<file path="src/rtl/count_monitor.sv">
`default_nettype none
// ============================================================================
// Module     : count_monitor
// Description: Tracks a 4-bit upstream counter, counting 15->0 wraps and
//              sequence errors. Optional macro NUM_CHECK_EN adds a real
//              accumulator check (num/num_err ports, restart detection).
// Revision   : 1.0 - initial release
// ============================================================================
module count_monitor #(
  parameter int  WRAP_W = 8,
  parameter real STEP   = 0.5
) (
  input  logic              clk,
  input  logic              reset,
  input  logic              en,
  input  logic [3:0]        count,
`ifdef NUM_CHECK_EN
  input  real               num,
`endif
  input  logic              clr_err,
  output logic              locked,
  output logic [WRAP_W-1:0] wrap_cnt,
  output logic              err,
  output logic [7:0]        err_cnt
`ifdef NUM_CHECK_EN
  ,
  output logic              num_err
`endif
);

  typedef enum logic [1:0] {
    IDLE  = 2'd0,
    TRACK = 2'd1,
    ERROR = 2'd2
  } state_t;

  state_t            state_q, state_d;
  logic [3:0]        prev_q, prev_d;
  logic [WRAP_W-1:0] wrap_q, wrap_d;
  logic              err_q, err_d;
  logic [7:0]        err_cnt_q, err_cnt_d;
  logic              num_err_q, num_err_d;
  logic              locked_q;

  logic              w_cnt_mis;
  logic              w_num_mis;
  logic              w_restart;
  logic              w_wrap_hit;
  logic              w_checking;
  logic              w_clear;

`ifdef NUM_CHECK_EN
  real prev_num_q, prev_num_d;
  // A zeroed counter and accumulator together mean upstream restarted, unless
  // it is the legitimate 15->0 wrap.
  assign w_restart = (count == 4'd0) && (num == 0.0) && (prev_q != 4'hF);
  assign w_num_mis = !w_restart && (num != prev_num_q + STEP);
`else
  assign w_restart = 1'b0;
  assign w_num_mis = 1'b0;
`endif

  assign w_cnt_mis  = (count != prev_q + 4'd1);
  assign w_wrap_hit = (prev_q == 4'hF) && (count == 4'd0);
  assign w_checking = en && (state_q != IDLE) && !w_restart;
  assign w_clear    = clr_err && !(w_checking && (w_cnt_mis || w_num_mis));

  always_comb begin
    state_d   = state_q;
    prev_d    = prev_q;
    wrap_d    = wrap_q;
    err_d     = err_q;
    err_cnt_d = err_cnt_q;
    num_err_d = num_err_q;
`ifdef NUM_CHECK_EN
    prev_num_d = prev_num_q;
`endif
    if (en) begin
      if (state_q == IDLE) begin
        prev_d  = count;
        state_d = TRACK;
`ifdef NUM_CHECK_EN
        prev_num_d = num;
`endif
      end else if (w_restart) begin
        prev_d = 4'd0;
`ifdef NUM_CHECK_EN
        prev_num_d = 0.0;
`endif
      end else begin
        prev_d = count;
`ifdef NUM_CHECK_EN
        prev_num_d = num;
`endif
        if (w_wrap_hit) begin
          wrap_d = wrap_q + WRAP_W'(1);
        end
        // A sample with both mismatches is still a single error event.
        if ((w_cnt_mis || w_num_mis) && (err_cnt_q != 8'hFF)) begin
          err_cnt_d = err_cnt_q + 8'd1;
        end
        if (w_cnt_mis) begin
          err_d   = 1'b1;
          state_d = ERROR;
        end
        if (w_num_mis) begin
          num_err_d = 1'b1;
        end
      end
    end
    if (w_clear) begin
      err_d     = 1'b0;
      num_err_d = 1'b0;
      if (state_q == ERROR) begin
        state_d = TRACK;
      end
    end
  end

  always_ff @(posedge clk) begin
    if (!reset) begin
      state_q   <= IDLE;
      prev_q    <= 4'd0;
      wrap_q    <= '0;
      err_q     <= 1'b0;
      err_cnt_q <= 8'd0;
      num_err_q <= 1'b0;
      locked_q  <= 1'b0;
`ifdef NUM_CHECK_EN
      prev_num_q <= 0.0;
`endif
    end else begin
      state_q   <= state_d;
      prev_q    <= prev_d;
      wrap_q    <= wrap_d;
      err_q     <= err_d;
      err_cnt_q <= err_cnt_d;
      num_err_q <= num_err_d;
      locked_q  <= (state_d != IDLE);
`ifdef NUM_CHECK_EN
      prev_num_q <= prev_num_d;
`endif
    end
  end

  assign locked   = locked_q;
  assign wrap_cnt = wrap_q;
  assign err      = err_q;
  assign err_cnt  = err_cnt_q;
`ifdef NUM_CHECK_EN
  assign num_err  = num_err_q;
`endif

endmodule
`default_nettype wire

</file>
<file path="config.mk">
export PLATFORM = sky130hd
export DESIGN_NAME = count_monitor
export DESIGN_NICKNAME = d
export VERILOG_FILES = /design/src/rtl/count_monitor.sv
export SDC_FILE = /design/constraint.sdc
export NUM_CORES = 1
export LEC_CHECK = 0
export CELL_PAD_IN_SITES_DETAIL_PLACEMENT = 1
export CELL_PAD_IN_SITES_GLOBAL_PLACEMENT = 1
export CORE_ASPECT_RATIO = 0.6
export CORE_MARGIN = 2
export CORE_UTILIZATION = 30
export CTS_CLUSTER_DIAMETER = 30
export DETAILED_ROUTE_END_ITERATION = 10
export GPL_ROUTABILITY_DRIVEN = 0
export MAX_ROUTING_LAYER = met4
export PLACE_DENSITY_LB_ADDON = 0.1
export SYNTH_ARGS = -nofsm -noshare
export SYNTH_HDL_FRONTEND = slang
export SYNTH_SLANG_ARGS = --single-unit
</file>
<file path="constraint.sdc">
create_clock -name clk -period 3.6 [get_ports clk]
set_input_delay 0.72 -clock clk [delete_from_list [all_inputs] [get_ports clk]]
set_output_delay 0.72 -clock clk [all_outputs]
set_load 0.01 [all_outputs]
</file>
==> out/results.ini <==
[clock_network]
clkTransAtPathRegs_ps = 80
cts_buffer_depth = 2
hold_buffers = 0
cts_tree = yes
cts_setup_buffers = 0
ctsResizeCount = 0
cts_buffers = 3
clockRootBuffer = clkbuf_8
cts.sinks = 24
htreeDepth = 1
clock_latency_ps = 270

[synth]
syn_nets = 140
synth_top_area_cell = dfxtp_1
synth.avg_cell_area_um2 = 8.98
synth_most_common_cell = dfxtp_1
synth_edf_count = 0
ys.flop_type = dfxtp_1
yosysUniqueCellTypes = 32
synth.area.top_cells = dfxtp_1, mux2i_1, nand2_1
yosysWarnings = 0
synth_seq_cells = 24
syn_area_um2 = 1160
synthCells = 129
async_flop_share_pct = 0
synth_common_cells = dfxtp_1, nand2_1, nor2_1
synth_top_cell_area_share_pct = 41.5
yosysSeqAreaShare_pct = 41.5

[die]
die_y_um = 52.1
core_um2 = 3680
die_area_um2 = 4390
row_count = 17
die_w_um = 84.2
start_util_pct = 31.5
pin_count = 26

[sta]
finalCritPeriodShare_pct = 69.7
fin_worst_skew_ps = 4.52
tightest_slew_ps = 659
tns_ps = 0
min_period_ps = 2510
rsz0062_at_grt = false
setup-violations-final = 0
timing_hold_violations_final = 0
slew_headroom_pct = 55.8
slew_viol_final = 0
fmax_mhz = 398

[min_path]
hp-class = reg2reg
holdPathStages = 2
min_from = err
hold_end = err

[setup_path]
crit_chain = clkdlybuf4s50_1 > o21ai_0 > nor3_4 > nand2_1 > or2_0 > a21oi_1
setup.worst_path.class = in2reg
critical_path.slowest_cell = clkdlybuf4s50_1
start_kind = primary input
rr_endpoint = err_cnt[3]
arrival_ps = 2710
rr_worst_depth = 6
required_ps = 3800
crit_path_end_kind = register
worst-path-max-fanout = 9
max_stage_delay_ps = 750
timing.rr.start = prev_q[0]
rrSetupSlack_ps = 1690

[finish]
seq_area_um2 = 480
n_antenna_cell = 0
nets = 167
area_growth_syn_to_layout_pct = 29.2
post_route_cells_drive_above_1_share_pct = 4.55
multiInputGateArea_um2 = 658
fillers = 439

[flow_run]
cap_violations = 0

[power_and_ir_drop]
power.leakage_nw = 0.555
power.density_nw_per_um2 = 335
peakVddDrop_mv = 0.124
finalPower_uw = 502

[routing]
dr.pass1.iters = 2
wl_per_cell_um = 14.1
drt-initial-drc-count = 37
vias_per_cell = 5.01
wl_um = 2840
route.detailed.drc = 0
antenna_left = 0
vias = 1008

[placement]
io_buffers = 25
dp_hpwl_um = 2170

[status]
status = completed

[global_route]
grt_pass1_vias = 1028
grt_max_degree = 16
grt_pass1_wl_um = 4920
grt.overflow.total = 0
antenna_found_initial = 0
track_usage_pct = 15.0

## kinds of logic (layout without fill, tap and decap cells)
group	after synthesis	in the layout	share of synthesized area, %
mux	10	10	8.64
buf+inv	5	30	1.73
flops	24	24	41.5
simple gates	59	59	26.7
fa+ha+maj	3	3	3.24
xor+xnor	12	12	9.07
compound gates	16	16	9.18
## layout by cell type, fill, tap and decap left out, drive strengths merged, types with 2 or more instances in the layout
master	count
nand4	4
nor3	4
clkbuf	3
dfxtp	24
or2	2
mux2i	10
or3	2
o31ai	2
a21oi	6
and3	4
nand2	14
o21ai	4
nand3	5
nand2b	6
xnor2	6
xor2	6
inv	2
ha	3
nor2	13
clkdlybuf4s50	25
## sequential cells by signal, indices dropped and copies added (netlist names)
signal,flops
wrap_cnt,8
err_cnt,8
prev_q,4
state_q,2
locked,1
err,1
## critical path, delay by kind of cell
family | cells | cell delay, ps
compound gates | 2 | 480
buf+inv | 1 | 750
simple gates | 3 | 760
## layout make-up
class	instances	share of cell area, %
flip-flops and latches	24	32.1
multi-input cells	100	44.0
clock buffers	3	2.76
repair buffers	25	16.7
inverters	2	0.502
well taps	47	3.93
## report_power, final
part	leakage (nW)	internal [mW]	switching [mW]	total, mW
clock	0.0216	0.0750	0.0855	0.160
sequential	0.195	0.273	0.00867	0.282
combinational	0.338	0.0289	0.0306	0.0595
## how the worst max path moves through the flow
stage,to,startpoint,slack (ps),cells after the start
after CTS,wrap_cnt[5],en,1060,6
after global routing,wrap_cnt[5],en,840,6
final,wrap_cnt[5],en,1090,6
after detailed placement,wrap_cnt[5],en,800,6
after floorplan,wrap_cnt[3],en,1660,6
after global placement,wrap_cnt[5],en,940,6
## stage by stage
stage	hold slack (ps)	instance area, µm²	instances	setup slack, ps	utilization, %
finish	472	1500	201	1090	40.7
global placement	443	1460	198	941	39.5
floorplan	481	1160	129	1660	-
CTS	485	1500	201	1060	40.7
detailed placement	473	1460	198	798	39.5
global route	506	1500	201	837	40.7
## routing by layer
| metal | up-vias | track usage, % | part of all wire [%] |
|---|---|---|---|
| met5 | - | - | 0 |
| met4 | 0 | 4.84 | 1.2 |
| met3 | 5 | 4.29 | 3.1 |
| met2 | 13 | 22.9 | 44 |
| met1 | 488 | 19.5 | 52 |
| li1 | 502 | - | - |
Power figures use the tool's default switching activity.
